===== src/rtl/sys_arr_out_collector_if.sv =====
// sys_arr_out_collector_if
// Bottom-edge bus between the systolic array, the tile controller and the
// output collector.
//   start/num_rows/base_addr : tile capture request (controller -> collector)
//   maccin/activein          : per-column results and valids (array -> collector)
//   out_data/out_valid/out_addr : aligned result row and buffer address
//   busy/done/err            : tile status
// master: the driving side (array + controller). slave: the collector.
interface sys_arr_out_collector_if #(
    parameter int unsigned width_height = 2
);
    logic                         start;
    logic [7:0]                   num_rows;
    logic [7:0]                   base_addr;
    logic [16*width_height-1:0]   maccin;
    logic [width_height-1:0]      activein;
    logic [16*width_height-1:0]   out_data;
    logic                         out_valid;
    logic [7:0]                   out_addr;
    logic                         busy;
    logic                         done;
    logic                         err;

    modport master (
        output start, num_rows, base_addr, maccin, activein,
        input  out_data, out_valid, out_addr, busy, done, err
    );

    modport slave (
        input  start, num_rows, base_addr, maccin, activein,
        output out_data, out_valid, out_addr, busy, done, err
    );
endinterface


===== src/rtl/sys_arr_out_collector.sv =====
// sys_arr_out_collector
// De-skews the per-column result streams leaving the bottom of the systolic
// array into aligned rows, counts a programmed number of rows per tile and
// generates sequential output-buffer write addresses.
// Ports:
//   clk    : single clock, rising edge
//   reset  : asynchronous, active-high
//   bus_io : sys_arr_out_collector_if.slave (start/num_rows/base_addr in,
//            maccin/activein in, out_data/out_valid/out_addr/busy/done/err out)
// Configuration macro: COLLECTOR_RELU_EN -- when defined, negative column
// words are replaced by zero at the output register.
module sys_arr_out_collector #(
    parameter int unsigned width_height = 2
) (
    input  logic                   clk,
    input  logic                   reset,
    sys_arr_out_collector_if.slave bus_io
);
    localparam int unsigned W  = width_height;
    localparam int unsigned DW = 16 * width_height;

    typedef enum logic [1:0] {StIdle, StCollect, StDone} state_e;

    state_e          state_q, state_d;
    logic [7:0]      num_rows_q, num_rows_d;
    logic [7:0]      cnt_q, cnt_d;
    logic [7:0]      addr_q, addr_d;
    logic [7:0]      out_addr_q, out_addr_d;
    logic [DW-1:0]   out_data_q, out_data_d;
    logic            out_valid_q, out_valid_d;
    logic            done_q, done_d;
    logic            err_q, err_d;

    logic [DW-1:0]   dsk_data;
    logic [W-1:0]    dsk_valid;
    logic [DW-1:0]   row_word;
    logic            row_v;
    logic            last_row;

    // Column c is delayed by W-1-c stages so that every column lines up with
    // the last column, which arrives W-1 cycles after column 0.
    for (genvar c = 0; c < W; c++) begin : g_col
        localparam int unsigned Stages = W - 1 - c;
        if (Stages == 0) begin : g_pass
            assign dsk_data[16*c +: 16] = bus_io.maccin[16*c +: 16];
            assign dsk_valid[c]         = bus_io.activein[c];
        end else begin : g_dly
            logic [Stages-1:0][15:0] data_q;
            logic [Stages-1:0]       vld_q;
            always_ff @(posedge clk or posedge reset) begin
                if (reset) begin
                    data_q <= '0;
                    vld_q  <= '0;
                end else begin
                    data_q[0] <= bus_io.maccin[16*c +: 16];
                    vld_q[0]  <= bus_io.activein[c];
                    for (int i = 1; i < Stages; i++) begin
                        data_q[i] <= data_q[i-1];
                        vld_q[i]  <= vld_q[i-1];
                    end
                end
            end
            assign dsk_data[16*c +: 16] = data_q[Stages-1];
            assign dsk_valid[c]         = vld_q[Stages-1];
        end
    end

    always_comb begin
        row_word = dsk_data;
`ifdef COLLECTOR_RELU_EN
        for (int c = 0; c < W; c++) begin
            if (dsk_data[16*c+15]) begin
                row_word[16*c +: 16] = 16'h0000;
            end
        end
`endif
    end

    // Column 0's delayed valid defines the aligned row; the last column's
    // live valid must agree with it or the array's skew is broken.
    assign row_v    = dsk_valid[0];
    assign last_row = (cnt_q + 8'd1) == num_rows_q;

    // State register
    always_ff @(posedge clk or posedge reset) begin
        if (reset) begin
            state_q <= StIdle;
        end else begin
            state_q <= state_d;
        end
    end

    // Next-state logic
    always_comb begin
        state_d = state_q;
        unique case (state_q)
            StIdle: begin
                if (bus_io.start) begin
                    state_d = (bus_io.num_rows == 8'd0) ? StDone : StCollect;
                end
            end
            StCollect: begin
                if (row_v && last_row) begin
                    state_d = StDone;
                end
            end
            StDone:  state_d = StIdle;
            default: state_d = StIdle;
        endcase
    end

    // Output and datapath next-state logic
    always_comb begin
        num_rows_d  = num_rows_q;
        cnt_d       = cnt_q;
        addr_d      = addr_q;
        out_addr_d  = out_addr_q;
        out_data_d  = out_data_q;
        out_valid_d = 1'b0;
        done_d      = 1'b0;
        err_d       = err_q;
        unique case (state_q)
            StIdle: begin
                if (bus_io.start) begin
                    num_rows_d = bus_io.num_rows;
                    cnt_d      = 8'd0;
                    addr_d     = bus_io.base_addr;
                    err_d      = 1'b0;
                    done_d     = (bus_io.num_rows == 8'd0);
                end
            end
            StCollect: begin
                if (row_v) begin
                    out_data_d  = row_word;
                    out_valid_d = 1'b1;
                    out_addr_d  = addr_q;
                    addr_d      = addr_q + 8'd1;
                    cnt_d       = cnt_q + 8'd1;
                    done_d      = last_row;
                end
            end
            default: ;
        endcase
        // Error conditions override the clear on start in the same cycle.
        if ((row_v != bus_io.activein[W-1]) || (row_v && (state_q != StCollect))) begin
            err_d = 1'b1;
        end
    end

    always_ff @(posedge clk or posedge reset) begin
        if (reset) begin
            num_rows_q  <= '0;
            cnt_q       <= '0;
            addr_q      <= '0;
            out_addr_q  <= '0;
            out_data_q  <= '0;
            out_valid_q <= 1'b0;
            done_q      <= 1'b0;
            err_q       <= 1'b0;
        end else begin
            num_rows_q  <= num_rows_d;
            cnt_q       <= cnt_d;
            addr_q      <= addr_d;
            out_addr_q  <= out_addr_d;
            out_data_q  <= out_data_d;
            out_valid_q <= out_valid_d;
            done_q      <= done_d;
            err_q       <= err_d;
        end
    end

    assign bus_io.out_data  = out_data_q;
    assign bus_io.out_valid = out_valid_q;
    assign bus_io.out_addr  = out_addr_q;
    assign bus_io.done      = done_q;
    assign bus_io.err       = err_q;
    assign bus_io.busy      = (state_q != StIdle);
endmodule


===== src/flat_wrapper.sv =====
// flat-port wrapper written by rule: the top's interface ports become plain ports
module sys_arr_out_collector_flat 
#(
    parameter int unsigned width_height = 2
)
  (clk, reset, bus_io_start, bus_io_num_rows, bus_io_base_addr, bus_io_maccin, bus_io_activein, bus_io_out_data, bus_io_out_valid, bus_io_out_addr, bus_io_busy, bus_io_done, bus_io_err);
  sys_arr_out_collector_if #(.width_height(width_height)) bus_io_i ();
  input  logic clk;
  input  logic reset;
  input wire logic [$bits(bus_io_i.start)-1:0] bus_io_start;
  input wire logic [$bits(bus_io_i.num_rows)-1:0] bus_io_num_rows;
  input wire logic [$bits(bus_io_i.base_addr)-1:0] bus_io_base_addr;
  input wire logic [$bits(bus_io_i.maccin)-1:0] bus_io_maccin;
  input wire logic [$bits(bus_io_i.activein)-1:0] bus_io_activein;
  output wire logic [$bits(bus_io_i.out_data)-1:0] bus_io_out_data;
  output wire logic [$bits(bus_io_i.out_valid)-1:0] bus_io_out_valid;
  output wire logic [$bits(bus_io_i.out_addr)-1:0] bus_io_out_addr;
  output wire logic [$bits(bus_io_i.busy)-1:0] bus_io_busy;
  output wire logic [$bits(bus_io_i.done)-1:0] bus_io_done;
  output wire logic [$bits(bus_io_i.err)-1:0] bus_io_err;
  assign bus_io_i.start = bus_io_start;
  assign bus_io_i.num_rows = bus_io_num_rows;
  assign bus_io_i.base_addr = bus_io_base_addr;
  assign bus_io_i.maccin = bus_io_maccin;
  assign bus_io_i.activein = bus_io_activein;
  assign bus_io_out_data = bus_io_i.out_data;
  assign bus_io_out_valid = bus_io_i.out_valid;
  assign bus_io_out_addr = bus_io_i.out_addr;
  assign bus_io_busy = bus_io_i.busy;
  assign bus_io_done = bus_io_i.done;
  assign bus_io_err = bus_io_i.err;
  sys_arr_out_collector #(.width_height(width_height)) u_core (.clk(clk), .reset(reset), .bus_io(bus_io_i));
endmodule

===== config.mk =====
export PLATFORM = sky130hd
export DESIGN_NAME = sys_arr_out_collector_flat
export DESIGN_NICKNAME = d
export VERILOG_FILES = /design/src/rtl/sys_arr_out_collector_if.sv /design/src/rtl/sys_arr_out_collector.sv /design/src/flat_wrapper.sv
export SDC_FILE = /design/constraint.sdc
export NUM_CORES = 1
export LEC_CHECK = 0
export CORE_MARGIN = 10
export CORE_UTILIZATION = 44
export CTS_BUF_LIST = sky130_fd_sc_hd__clkbuf_2
export CTS_CLUSTER_SIZE = 25
export DETAILED_ROUTE_END_ITERATION = 8
export HOLD_SLACK_MARGIN = 0.12
export PLACE_DENSITY = 0.73
export SETUP_SLACK_MARGIN = 0.02
export SLEW_MARGIN = 10
export SYNTH_ARGS = -nofsm -noshare
export SYNTH_HDL_FRONTEND = slang
export SYNTH_SLANG_ARGS = --single-unit

===== constraint.sdc =====
create_clock -name clk -period 5.4 [get_ports clk]
set_clock_uncertainty 0.1 [all_clocks]
set_input_delay 1.08 -clock clk [delete_from_list [all_inputs] [get_ports clk]]
set_output_delay 1.08 -clock clk [all_outputs]
set_load 0.03 [all_outputs]

* After elaboration in Yosys (flattened, before gate mapping) *
Cells that the tools add are included.

word-level totals
  bits in registers = 86
  input bits = 53
  output and inout port bits = 44
  word-level logic and storage cells = 52

cells by class
  add/sub/neg operators = 2
  muxes and demuxes = 18
  equal/unequal tests = 7
  reduce and logical (&&, ||, !) cells = 14

operator list
  cell                                                  count
  two-way mux 8 bit                                     4
  one-hot mux 8 bit (2 select lines)                    2
  adder 8 x 1 -> 8 bit (second input constant)          2
  equality test 8 bit                                   1
  logical NOT 8 bit                                     1
  AND reduction 2 bit                                   4
  nonzero test 2 bit                                    4
  two-way mux 1 bit                                     7
  two-way mux 2 bit                                     3
  != test 2 x 1 -> 1 bit (second input constant)        3
  one-hot mux 2 bit (2 select lines)                    1
  AND reduction 3 bit                                   1
  equality test 2 x 1 -> 1 bit (second input constant)  1
  logical AND 1 bit                                     2
  logical NOT 2 bit                                     1
  != test 2 bit (second input constant)                 1
  one-hot mux 1 bit (2 select lines)                    1
  logical OR 1 bit                                      1
  != test 1 bit                                         1

* Logic depth before layout (Yosys ltp) *
  word-level depth = 5
  mapped depth = 7
  depth with buffers taken out = 6

* Least setup slack after synthesis *
Ideal clock, no wire load.

  path kind = input to register
  start = input bus_io_num_rows[0]
  end = register u_core.state_q[0]
  stages = 4
  setup time = 0.118 ns
  path buffers = 0
  path slack = 3.101 ns
  data required time = 5.182 ns
  arrival time = 2.081 ns
  path through = or4_2 > nor2_1 > o22ai_1 > a21o_1

on the way
  longest elaborated chain between the ends = 4

ends and longest elaborated chain
  element                             line                         text
  start: declaration                  flat_wrapper.sv:11           input wire logic [$bits(bus_io_i.num_rows)-1:0] bus_io_num_rows;
  logical NOT 8 bit                   sys_arr_out_collector.sv:99  state_d = (bus_io.num_rows == 8'd0) ? StDone : StCollect;
  two-way mux 2 bit                   sys_arr_out_collector.sv:99
  two-way mux 2 bit                   sys_arr_out_collector.sv:98  if (bus_io.start) begin
  one-hot mux 2 bit (2 select lines)  sys_arr_out_collector.sv:96  unique case (state_q)
  end signal: assignment              sys_arr_out_collector.sv:87  state_q <= StIdle;
  end signal: assignment              sys_arr_out_collector.sv:89  state_q <= state_d;
  end: declaration                    sys_arr_out_collector.sv:24  state_e state_q, state_d;

Every way passes these cells. The select of a mux whose other input is x is not followed.
A chain may end at the register's enable or synchronous reset.

* Worst setup path after layout *
  start = register u_core.state_q[0]
  end = output bus_io_busy

on the way
  longest elaborated chain between the ends = 1

ends and longest elaborated chain
  element             line                          text
  nonzero test 2 bit  sys_arr_out_collector.sv:177  assign bus_io.busy = (state_q != StIdle);
  end: declaration    flat_wrapper.sv:18            output wire logic [$bits(bus_io_i.busy)-1:0] bus_io_busy;

Every way passes these cells.

==> results.py <==
metrics = {
    "routing": {
        "wl_per_cell_um": 16.1,
        "ant_nets": 0,
        "dr.pass1.iters": 4,
        "viasPerCell": 5.02,
        "routed_wl_mm": 8.16,
        "drt_iter0_markers": 115,
        "remaining_drc_errors": 0,
        "via_count": 2546,
    },
    "placement": {
        "place_area_um2": 4580,
        "dp_hpwl_mm": 6.03,
        "gp_congestion": 0.835,
        "dp_cells": 490,
        "port_buffers": 96,
        "post-place-ws_ps": 2120,
    },
    "grt": {
        "grt_pass1_wl_mm": 13.2,
        "grt-ovfl-total": 0,
        "grt_pass1_vias": 2633,
        "grt_max_degree": 52,
        "antenna_found_initial": 0,
        "grt_usage": 0.141,
    },
    "setup_path": {
        "critical_path.top_delay_family": "buffers and inverters",
        "ff2ff_setup_slack_ps": 2860,
        "cpPeakStageDelay_ps": 590,
        "rr_startpoint": "u_core.state_q[1]",
        "cp-start-kind": "flop",
        "cp.arrival_ps": 1810,
        "crit_slowest_cell": "clkdlybuf4s50_1",
        "cp_max_fo": 4,
        "r2r-end": "u_core.bus_io.out_data[4]",
        "crit_cells": 3,
        "crit_chain": "nor2_1, inv_1, clkdlybuf4s50_1",
        "ff2ff_path_depth": 6,
        "path_buf_inv": 2,
        "critPathKind": "reg2out",
        "cp.required_ps": 4220,
        "critPathCaptureType": "output port",
    },
    "logic_synthesis": {
        "synth_warnings": 0,
        "synth_edf_count": 0,
        "synth_cells": 300,
        "syn-num-nets": 355,
        "syn_avg_cell_area_um2": 11.8,
        "synth_common_cells": "dfrtp_1 (86), nand2_1 (58), mux2_2 (34)",
        "ys_types": 43,
        "synth_top_area_frac": 0.610,
        "synth-seq-cells": 86,
        "ys_top_cells_by_area": "dfrtp_1 (61%), mux2_2 (11%), nand2_1 (6.2%)",
        "yosysTopAreaCell": "dfrtp_1",
        "async_reset_ff_frac": 1.00,
        "synth_area_um2": 3530,
        "yosysMostFrequentCell": "dfrtp_1",
        "ys.flop_type": "dfrtp_1",
        "yosysSeqAreaShare": 0.610,
    },
    "final_layout": {
        "finalNonFillerCells": 507,
        "drive_gt1_frac": 0.161,
        "nNetsFinal": 454,
        "area_delta_synth_final_pct": 33.8,
        "multi_input_area_um2": 1290,
        "final_util": 0.608,
        "regArea_um2": 2150,
        "fillers": 652,
        "finalInstanceArea_um2": 4720,
    },
    "clock_network": {
        "clockBufferDepth": 2,
        "numCtsBuffers": 9,
        "postCtsResizedCells": 0,
        "htree_levels": 3,
        "cts.sinks": 86,
        "worstSkewPairLatency_ps": 540,
        "cts_root_buf": "clkbuf_2",
        "holdBufCountCts": 0,
        "clk_transition_reported_paths_ps": 250,
        "cts_tree": "done",
        "cts_setup_buffers": 0,
    },
    "die": {
        "die-area_um2": 12000,
        "rows": 32,
        "die_width_um": 110,
        "start_util": 0.454,
        "io_pins": 97,
        "die_h_um": 110,
        "core_area_um2": 7770,
    },
    "timing": {
        "relSlewSlack": 0.528,
        "tns_ps": 0,
        "hold_viol_final": 0,
        "post-route-period-util": 0.553,
        "period_needed_ps": 2990,
        "timing.fmax_mhz": 335,
        "slew_viol_final": 0,
        "rsz0062_at_grt": "false",
        "setup_viol": 0,
        "worst_pin_slew_ps": 708,
        "postLayoutSetupSlackWorst_ps": 2410,
        "holdWs_ps": 398,
    },
    "power_and_ir_drop": {
        "power_frac_clock": 0.161,
        "cellPowerDensity_nw_per_um2": 475,
        "power.share.sequential": 0.426,
        "p_leak_nw": 2.01,
        "p_comb_frac": 0.413,
        "ir_worst_vdd_mv": 0.279,
        "intPower_mw": 1.35,
        "sw_frac_of_total": 0.396,
        "p_sw_uw": 886,
        "total_power_mw": 2.24,
    },
    "run_status": {
        "status": "complete, no violations",
    },
    "hold_path": {
        "min_to": "u_core.bus_io.err",
        "hp-start": "u_core.bus_io.err",
        "hold_depth": 2,
        "hp-class": "reg2reg",
    },
    "job": {
        "max_cap_violations": 0,
    },
}
## power groups by stage
stage	Clock, mW	Combinational, mW	Sequential (mW)
6_report	0.361	0.925	0.955
5_1_grt	0.404	1.01	0.986
4_1_cts	0.375	0.937	0.957
3_5_place_dp	0	0.933	0.972
3_3_place_gp	0	0.913	0.961
2_1_floorplan	0	0.442	1.12
## worst max-delay path by stage
stage	from	endpoint	slack, ps
floorplan	reset	u_core.addr_q[0]	2000
global placement	bus_io_start	u_core.cnt_q[5]	2180
detailed placement	bus_io_start	u_core.addr_q[0]	2120
CTS	u_core.state_q[0]	bus_io_busy	2350
global route	u_core.state_q[0]	bus_io_busy	2260
finish	u_core.state_q[0]	bus_io_busy	2410
## registers in the layout (all words and copies together) (netlist names), 2 cells and up
signal / count
u_core.num_rows_q: 8
u_core.cnt_q: 8
u_core.bus_io.out_addr: 8
u_core.bus_io.out_data: 32
u_core.addr_q: 8
u_core.state_q: 2
u_core.g_col.g_dly.data_q: 16
## cell type report
type | count | area share
Clock inverter | 7 | 0.0194
Sequential cell | 86 | 0.456
Antenna cell | 1 | 0.000530
Clock buffer | 9 | 0.00954
Timing Repair Buffer | 100 | 0.210
Tap cell | 102 | 0.0270
Inverter | 5 | 0.00424
Multi-Input combinational cell | 197 | 0.273
## worst register-to-register path: stages (launching register included)
cell      delay (ps)
dfrtp_1          460
nor2b_1          120
buf_4            220
nand2_1          430
clkinv_1         250
buf_4            460
mux2_2           420
## routing by layer
metal	part of all wire	vias up	global-route usage
met5	0	-	0
met4	0.013	0	0.0465
met3	0.072	10	0.0509
met2	0.52	65	0.233
met1	0.40	1237	0.167
li1	-	1234	-
## kinds of logic after synthesis
group	synth area share
flops	0.610
fa+ha+maj	0.00709
buf+inv	0.0252
mux	0.109
compound gates	0.0876
xor+xnor	0.0341
simple gates	0.127
## layout by cell type (no fill, tap or decap), drive strengths merged, types with 2 or more instances in the layout
| cell type | netlist | routed |
|---|---|---|
| clkdlybuf4s50 | 0 | 96 |
| dfrtp | 86 | 86 |
| nand2 | 60 | 60 |
| mux2 | 34 | 34 |
| o21ai | 21 | 21 |
| nor2 | 15 | 15 |
| a21oi | 13 | 13 |
| nand3 | 10 | 10 |
| clkbuf | 5 | 9 |
| xnor2 | 6 | 6 |
| inv | 4 | 6 |
| xor2 | 5 | 5 |
| buf | 6 | 4 |
| clkinv | 1 | 4 |
| o22ai | 3 | 3 |
| nor2b | 2 | 2 |
| a21o | 2 | 2 |
| nand4 | 2 | 2 |
| nor3b | 2 | 2 |
| o31ai | 2 | 2 |
| nor3 | 2 | 2 |
| a31oi | 2 | 2 |
| ha | 2 | 2 |
| or4 | 2 | 2 |
Note: power is estimated with default switching activity, not from simulation.
